$ cat config.mk
export PLATFORM = sky130hd
export DESIGN_NAME = spi_flash_writer
export DESIGN_NICKNAME = d
export VERILOG_FILES = /design/src/rtl/spi_flash_writer.sv
export SDC_FILE = /design/constraint.sdc
export NUM_CORES = 1
export LEC_CHECK = 0
export ABC_AREA = 1
export BUFFER_PORTS_ARGS = -buffer_cell sky130_fd_sc_hd__buf_2
export CAP_MARGIN = 40
export CORE_MARGIN = 4
export CORE_UTILIZATION = 55
export CTS_CLUSTER_DIAMETER = 100
export DETAILED_ROUTE_END_ITERATION = 10
export PLACE_DENSITY = 0.74
export REMOVE_ABC_BUFFERS = 1
export SLEW_MARGIN = 20
export SYNTH_ARGS = -nofsm -noshare
export SYNTH_HDL_FRONTEND = slang
export SYNTH_SLANG_ARGS = --single-unit
$ cat constraint.sdc
create_clock -name clk -period 2.2 [get_ports clk]
set_input_delay 0.11 -clock clk [delete_from_list [all_inputs] [get_ports clk]]
set_output_delay 0.11 -clock clk [all_outputs]
set_load 0.05 [all_outputs]
$ cat src/rtl/spi_flash_writer.sv
`default_nettype none
// +--------------------------------------------------------------------------+
// | spi_flash_writer: WREN / PAGE PROGRAM / RDSR-poll sequencer (SPI mode 0)  |
// | Revision 1.0                                                             |
// +--------------------------------------------------------------------------+
module spi_flash_writer #(
  parameter int DATA_WIDTH = 16,
  parameter int ADDR_WIDTH = 24,
  parameter int CLK_DIV    = 2,
  parameter int CS_GAP     = 2,
  parameter int POLL_LIMIT = 1024
) (
  input  logic                  clk,
  input  logic                  rst_n,
  input  logic                  flash_write_start,
  input  logic [DATA_WIDTH-1:0] flash_write_data,
  input  logic [ADDR_WIDTH-1:0] flash_write_addr,
  output logic                  flash_write_ready,
  output logic                  write_error,
  output logic                  spi_sclk,
  output logic                  spi_cs_n,
  output logic                  spi_mosi,
  input  logic                  spi_miso
);

  localparam int SHW     = 32 + DATA_WIDTH;
  localparam int CNT_MAX = (CLK_DIV > CS_GAP) ? CLK_DIV : CS_GAP;
  localparam int CW      = $clog2(CNT_MAX + 1);
  localparam int HW      = $clog2(2 * SHW + 1);
  localparam int PW      = $clog2(POLL_LIMIT + 1);
  localparam logic [7:0] CMD_WREN = 8'h06;
  localparam logic [7:0] CMD_PP   = 8'h02;
  localparam logic [7:0] CMD_RDSR = 8'h05;

  typedef enum logic [2:0] {
    IDLE, WREN, GAP_A, PROG, GAP_B, POLL, GAP_C, DONE
  } state_t;

  state_t              state_q, state_d;
  logic [CW-1:0]       cnt_q, cnt_d;
  logic [HW-1:0]       half_q, half_d;
  logic [SHW-1:0]      shift_q, shift_d;
  logic [SHW-9:0]      payload_q, payload_d;
  logic [PW-1:0]       poll_cnt_q, poll_cnt_d;
  logic                wip_q, wip_d;
  logic                sclk_q, sclk_d;
  logic                cs_n_q, cs_n_d;
  logic                err_q, err_d;

  logic [23:0]         w_byte_addr;
  logic                w_half_end;
  logic                w_gap_end;
  logic [HW-1:0]       w_last_half;

  // Word address -> byte address, truncated/extended to the 24-bit flash space.
  generate
    if (ADDR_WIDTH >= 24) begin : g_addr_trunc
      logic w_unused_addr;
      assign w_byte_addr   = {flash_write_addr[22:0], 1'b0};
      assign w_unused_addr = &{1'b0, flash_write_addr[ADDR_WIDTH-1:23]};
    end else if (ADDR_WIDTH == 23) begin : g_addr_exact
      assign w_byte_addr = {flash_write_addr, 1'b0};
    end else begin : g_addr_ext
      assign w_byte_addr = {{(23 - ADDR_WIDTH){1'b0}}, flash_write_addr, 1'b0};
    end
  endgenerate

  assign w_half_end  = (cnt_q == CW'(CLK_DIV - 1));
  assign w_gap_end   = (cnt_q == CW'(CS_GAP - 1));
  assign w_last_half = (state_q == WREN) ? HW'(16) :
                       (state_q == PROG) ? HW'(2 * SHW) : HW'(32);

  always_comb begin
    state_d    = state_q;
    cnt_d      = cnt_q;
    half_d     = half_q;
    shift_d    = shift_q;
    payload_d  = payload_q;
    poll_cnt_d = poll_cnt_q;
    wip_d      = wip_q;
    sclk_d     = sclk_q;
    cs_n_d     = cs_n_q;
    err_d      = 1'b0;
    unique case (state_q)
      IDLE: begin
        if (flash_write_start) begin
          payload_d  = {w_byte_addr, flash_write_data};
          shift_d    = {CMD_WREN, {(SHW-8){1'b0}}};
          cnt_d      = '0;
          half_d     = '0;
          poll_cnt_d = '0;
          cs_n_d     = 1'b0;
          state_d    = WREN;
        end
      end
      WREN, PROG, POLL: begin
        if (!w_half_end) begin
          cnt_d = cnt_q + 1'b1;
        end else begin
          cnt_d = '0;
          if (half_q == w_last_half) begin
            // Trailing low half done: release CS and pick the follow-up state.
            cs_n_d = 1'b1;
            sclk_d = 1'b0;
            half_d = '0;
            case (state_q)
              WREN:    state_d = GAP_A;
              PROG:    state_d = GAP_B;
              default: begin
                poll_cnt_d = poll_cnt_q + 1'b1;
                if (!wip_q) begin
                  state_d = DONE;
                end else if (poll_cnt_q == PW'(POLL_LIMIT - 1)) begin
                  err_d   = 1'b1;
                  state_d = DONE;
                end else begin
                  state_d = GAP_C;
                end
              end
            endcase
          end else begin
            half_d = half_q + 1'b1;
            sclk_d = ~half_q[0];
            if (half_q[0]) begin
              shift_d = shift_q << 1;
            end else if (state_q == POLL && half_q >= HW'(16)) begin
              wip_d = spi_miso;
            end
          end
        end
      end
      GAP_A, GAP_B, GAP_C: begin
        if (w_gap_end) begin
          cnt_d  = '0;
          half_d = '0;
          cs_n_d = 1'b0;
          if (state_q == GAP_A) begin
            shift_d = {CMD_PP, payload_q};
            state_d = PROG;
          end else begin
            shift_d = {CMD_RDSR, {(SHW-8){1'b0}}};
            state_d = POLL;
          end
        end else begin
          cnt_d = cnt_q + 1'b1;
        end
      end
      DONE: state_d = IDLE;
    endcase
  end

  always_ff @(posedge clk or negedge rst_n) begin
    if (!rst_n) begin
      state_q    <= IDLE;
      cnt_q      <= '0;
      half_q     <= '0;
      shift_q    <= '0;
      payload_q  <= '0;
      poll_cnt_q <= '0;
      wip_q      <= 1'b0;
      sclk_q     <= 1'b0;
      cs_n_q     <= 1'b1;
      err_q      <= 1'b0;
    end else begin
      state_q    <= state_d;
      cnt_q      <= cnt_d;
      half_q     <= half_d;
      shift_q    <= shift_d;
      payload_q  <= payload_d;
      poll_cnt_q <= poll_cnt_d;
      wip_q      <= wip_d;
      sclk_q     <= sclk_d;
      cs_n_q     <= cs_n_d;
      err_q      <= err_d;
    end
  end

  assign flash_write_ready = (state_q == IDLE);
  assign write_error       = err_q;
  assign spi_sclk          = sclk_q;
  assign spi_cs_n          = cs_n_q;
  assign spi_mosi          = shift_q[SHW-1];

endmodule
`default_nettype wire
Yosys cells after proc, flatten, opt, wreduce, memory -nomap -nowiden
Cells that the tools add are included.

Add/subtract/negate cells: 3. $lt $le $gt $ge: 1. Equality and inequality tests: 17. Muxes and demuxes: 43. Bitwise logic cells: 2. Reductions and logical operators: 18.

Operators by type and width (number): 2-to-1 mux 48 bit (5); case mux 48 bit (3 select lines) (1); 2-to-1 mux 11 bit (4); 2-to-1 mux 43 bit (1); 2-to-1 mux 7 bit (6); case mux 11 bit (2 select lines) (1); case mux 7 bit (3 select lines) (1); 2-to-1 mux 3 bit (5); AND reduction 5 bit (3); inequality test 2 bit, second input constant (7); 2-to-1 mux 1 bit (13); equality test 3 bit, second input constant (4); case mux 3 bit (4 select lines) (1); adder 11 x 1 -> 11 bit, second input constant (1); equality test 11 x 10 -> 1 bit, second input constant (1); AND reduction 4 bit (2); adder 7 x 1 -> 7 bit, second input constant (1); equality test 7 bit (1); greater-or-equal comparator 7 x 5 -> 1 bit, second input constant (1); equality test 3 x 2 -> 1 bit, second input constant (2); case mux 3 bit (2 select lines) (1); AND reduction 2 bit (3); AND reduction 6 bit (1); OR reduction 3 bit (2); other kinds (13) (16).

Register bits: 114. Input port bits: 44. Output and inout bits: 5.

Longest topological paths before layout
Word-level depth: 7. Gate-level depth with buffers: 12. Depth with buffers taken out: 11.

Worst setup path before layout
Ideal clock, no wire load.

Kind: reg2reg. From: register state_q[1]. To: register payload_q[1]. Library setup time: 0.083 ns. Data arrival time: 2.087 ns. Slack: 0.031 ns. Stages on the path, launching flop included: 9. Path buffers: 3. Period minus slack after synthesis: 2.169 ns. Cells stage by stage: dfrtp_1 -> buf_2 -> nor3_2 -> nand2_1 -> inv_1 -> buf_2 -> buf_2 -> nand2_1 -> o21ai_0.

Cells in the longest elaborated chain, start to end: 2.

Ends and longest elaborated chain: start, declared (line 39) `state_t state_q, state_d;`; start signal, assigned (line 165) `state_q <= state_d;`; logical NOT 3 bit; via flash_write_ready (line 18) `output logic flash_write_ready,`; AND reduction 2 bit (no source line); end signal, assigned (line 169) `payload_q <= payload_d;`; end, declared (line 43) `logic [SHW-9:0] payload_q, payload_d;`.

The timed path passes the listed nets, and every way through them passes these cells. A chain may end at the register's enable or synchronous reset.

Worst setup path in the final report
From: register state_q[2]. To: register shift_q[5].

Cells in the longest elaborated chain, start to end: 6. Elaborated cells between the ends (all ways): 22.

Ends and longest elaborated chain: equality test 3 x 2 -> 1 bit (line 71, 84); 2-to-1 mux 7 bit (line 71) `(state_q == PROG) ? HW'(2 * SHW) : HW'(32);`; 2-to-1 mux 7 bit (line 70) `assign w_last_half = (state_q == WREN) ? HW'(16) :`; equality test 7 bit (line 101) `if (half_q == w_last_half) begin`; inequality test 2 bit (no source line); AND reduction 6 bit (no source line); end signal, assigned (line 168) `shift_q <= shift_d;`; end, declared (line 42) `logic [SHW-1:0] shift_q, shift_d;`.

Several ways; a longest one is shown, not always the timed one. The select of a mux whose other input is x is not followed.

==> results_dict.tcl <==
set metrics [dict create \
    status "finished, final reports clean" \
    grt_usage_pct 25.13 \
    drive_gt1_share_pct 13.59 \
    clkSinkCount 114 \
    route.detailed.drc 0 \
    pin_count_of_the_biggest_net_entering_global_routing 79 \
    worst-setup-path-type "reg -> reg" \
    synth.area.top_cells "sky130_fd_sc_hd__dfrtp_1 50%, sky130_fd_sc_hd__nand2_1 17%, sky130_fd_sc_hd__o21ai_0 8.0%" \
    nets 858 \
    cts-root-buf "sky130_fd_sc_hd__clkbuf_8" \
    number_of_h_tree_branching_levels 4 \
    ff2ff_setup_slack_ps 280 \
    post-synth-top-area-cell "sky130_fd_sc_hd__dfrtp_1" \
    final-seq-area_um2 2854 \
    syn_inst 730 \
    final_period_minus_worst_setup_slack_ps 1919 \
    placementRows 36 \
    antenna_cells_inserted 0 \
    design.die.area_um2 11930 \
    max_slew.worst_pin.slew_ps 565.3 \
    critical_path_start_type "flip-flop" \
    grt_pass1_vias 5105 \
    synthDistinctLibCells 31 \
    setup_viol 0 \
    critPathArrivalTime_ps 2370 \
    grt_first_pass_wirelength_um 23640 \
    fin_area_um2 7024 \
    cts_setup_buffers 0 \
    clk_pin_slew_worst_paths_ps 60 \
    report.final.hold_viol_count 0 \
    worstPathMaxFanout 42 \
    hold_path_class "in -> reg" \
    fillerInstances 751 \
    maxSlewHeadroom_pct 62.31 \
    required_ps 2650 \
    globalRouteOverflowTotal 0 \
    worst_clock_skew_ps 7.785 \
    io-pin-count 49 \
    die_w_um 109.2 \
    place.detailed.hpwl_um 7853 \
    final_sum_of_negative_setup_slack_ps 0 \
    multiInputGateArea_um2 2310 \
    clock_latency_ps 520 \
    cts_tree "done" \
    port_buffers 47 \
    cap_violations 0 \
    dp_worst_setup_slack_ps 156.0 \
    layout_commonest_cell "sky130_fd_sc_hd__nand2_1" \
    wl_per_cell_um 14.42 \
    initial_utilization_pct 57.13 \
    die_height_um 109.2 \
    drt_iter0_markers 519 \
    cp-end-kind "flip-flop" \
    async_flop_share_pct 100.0 \
    total_leakage_power_uw 0.003531 \
    numCtsBuffers 17 \
    layout_common_cells "262 x sky130_fd_sc_hd__nand2_1, 113 x sky130_fd_sc_hd__dfrtp_1, 90 x sky130_fd_sc_hd__o21ai_0, 71 x sky130_fd_sc_hd__inv_1, 67 x sky130_fd_sc_hd__nand4_1" \
    antenna_found_initial 0 \
    ir_worst_vdd_mv 1.091 \
    syn2layout_area_growth_pct 24.64 \
    final_routed_wirelength_um 13800 \
    hold-worst-slack_ps 49.87 \
    clock_path_buffers 2 \
    syn_area_per_cell_um2 7.720 \
    vias_per_cell 5.455 \
    synthesis.area_um2 5635 \
    route.antenna.remaining_nets 0 \
    final_cycle_utilization_of_the_critical_path_pct 87.23 \
    postPlaceCellArea_um2 6031 \
    design.core.area_um2 9864 \
    clock.fmax_ghz 0.5211 \
    gp_weighted_congestion 0.8718 \
    drt_pre_antenna_iters 5 \
    ys.flop_type "sky130_fd_sc_hd__dfrtp_1" \
    portion_of_the_post_synthesis_area_used_by_sequential_elements_pct 50.64 \
    flip_flop_and_latch_count_after_synthesis 114 \
    drv_slew 0 \
    grt_setup_unrepaired "no" \
    yosysWarningCount 0 \
    synth_edf_count 0 \
    final_critical_path_setup_slack_ps 280.9 \
    dr_total_vias 5220 \
    cellPowerDensity_nw_per_um2 1408 \
    synth.top_cell.area_share_pct 50.18 \
]
## cells in the mapped netlist, types with 2 or more instances
library cell,n
sky130_fd_sc_hd__buf_1,2
sky130_fd_sc_hd__clkbuf_1,24
sky130_fd_sc_hd__nor2_2,2
sky130_fd_sc_hd__inv_2,2
sky130_fd_sc_hd__nor2_1,22
sky130_fd_sc_hd__buf_6,3
sky130_fd_sc_hd__or2_2,2
sky130_fd_sc_hd__nor3_1,3
sky130_fd_sc_hd__a21oi_1,10
sky130_fd_sc_hd__xor2_1,2
sky130_fd_sc_hd__nand3_1,23
sky130_fd_sc_hd__nand2_1,262
sky130_fd_sc_hd__buf_2,13
sky130_fd_sc_hd__nand2_2,3
sky130_fd_sc_hd__o21ai_0,90
sky130_fd_sc_hd__dfrtp_1,113
sky130_fd_sc_hd__nand4_1,67
sky130_fd_sc_hd__inv_1,72
sky130_fd_sc_hd__ha_1,3
## critical path, stage by stage, from the launching register on
cell	delay [ps]
sky130_fd_sc_hd__dfrtp_1	550
sky130_fd_sc_hd__clkinv_2	190
sky130_fd_sc_hd__nand3_1	110
sky130_fd_sc_hd__nand2_1	80
sky130_fd_sc_hd__nand3_1	80
sky130_fd_sc_hd__nor2_1	60
sky130_fd_sc_hd__nand2_2	70
sky130_fd_sc_hd__buf_4	400
sky130_fd_sc_hd__nand4_1	170
sky130_fd_sc_hd__nand2_1	120
## path summary, 6_finish.rpt
path | startpoint | end | cells after the start
max | state_q[2]$_DFFE_PN0P_ | shift_q[5]$_DFFE_PN0P_ | 9
min | flash_write_start | cnt_q[0]$_DFFE_PN0P_ | 4
max reg2reg | state_q[2]$_DFFE_PN0P_ | shift_q[5]$_DFFE_PN0P_ | 9
min reg2reg | shift_q[39]$_DFFE_PN0P_ | shift_q[39]$_DFFE_PN0P_ | 2
max in group asynchronous | rst_n | spi_cs_n$_DFFE_PN1P_ | 3
min in group asynchronous | rst_n | half_q[1]$_DFFE_PN0P_ | 2
## registers in the layout, summed over array words and instances (netlist names)
signal / count
wip_q: 1
spi_cs_n: 1
half_q: 7
poll_cnt_q: 11
cnt_q: 2
shift_q: 48
spi_sclk: 1
state_q: 3
write_error: 1
payload_q: 39
## per-layer routing
layer | up-vias | routed length [um] | global-route usage, %
li1 | 2528 | - | -
met1 | 2528 | 5918 | 32.66
met2 | 147 | 7099 | 41.89
met3 | 17 | 645 | 6.098
met4 | 0 | 141 | 7.569
met5 | - | 0 | 0
## stage by stage
stage               std cells  power (uW)  util, %
finish                    957        9889    71.21
global route              957       10570    71.21
detailed placement        884        7080    61.14
CTS                       957        9850    71.11
global placement          884        6932    61.14
floorplan                 687        5601        -
## where the power goes
group / switching, uW / total (uW) / internal (uW) / leakage (uW)
sequential: 365 / 3180 / 2820 / 0.00149
clock: 1040 / 2660 / 1620 / 0.000265
combinational: 2830 / 4050 / 1220 / 0.00178
total: 4230 / 9890 / 5660 / 0.00353
## cells by family after synthesis
logic type	count (synthesis)	share of synthesized area, %
AOI/OAI and AO/OA	104	9.547
and+or+nand+nor	388	30.04
adders and majority gates	3	0.6661
buffers and inverters	118	8.637
xor gates and xnor gates	3	0.4663
DFF	114	50.64
## final cells by class
class	count	area share [%]
multi-input cells	498	32.88
repair buffers	105	11.93
inverters	75	4.026
clock buffers	18	5.949
flip-flops and latches	114	40.63
clock inverters	14	2.209
well taps	133	2.369
## repair_timing
item,in CTS,in global routing
resized for setup,0,2
hold buffers,41,0
endpoints found under the hold margin,81,0
endpoints found under the setup margin,0,12
Note: power is estimated with default switching activity, not from simulation.
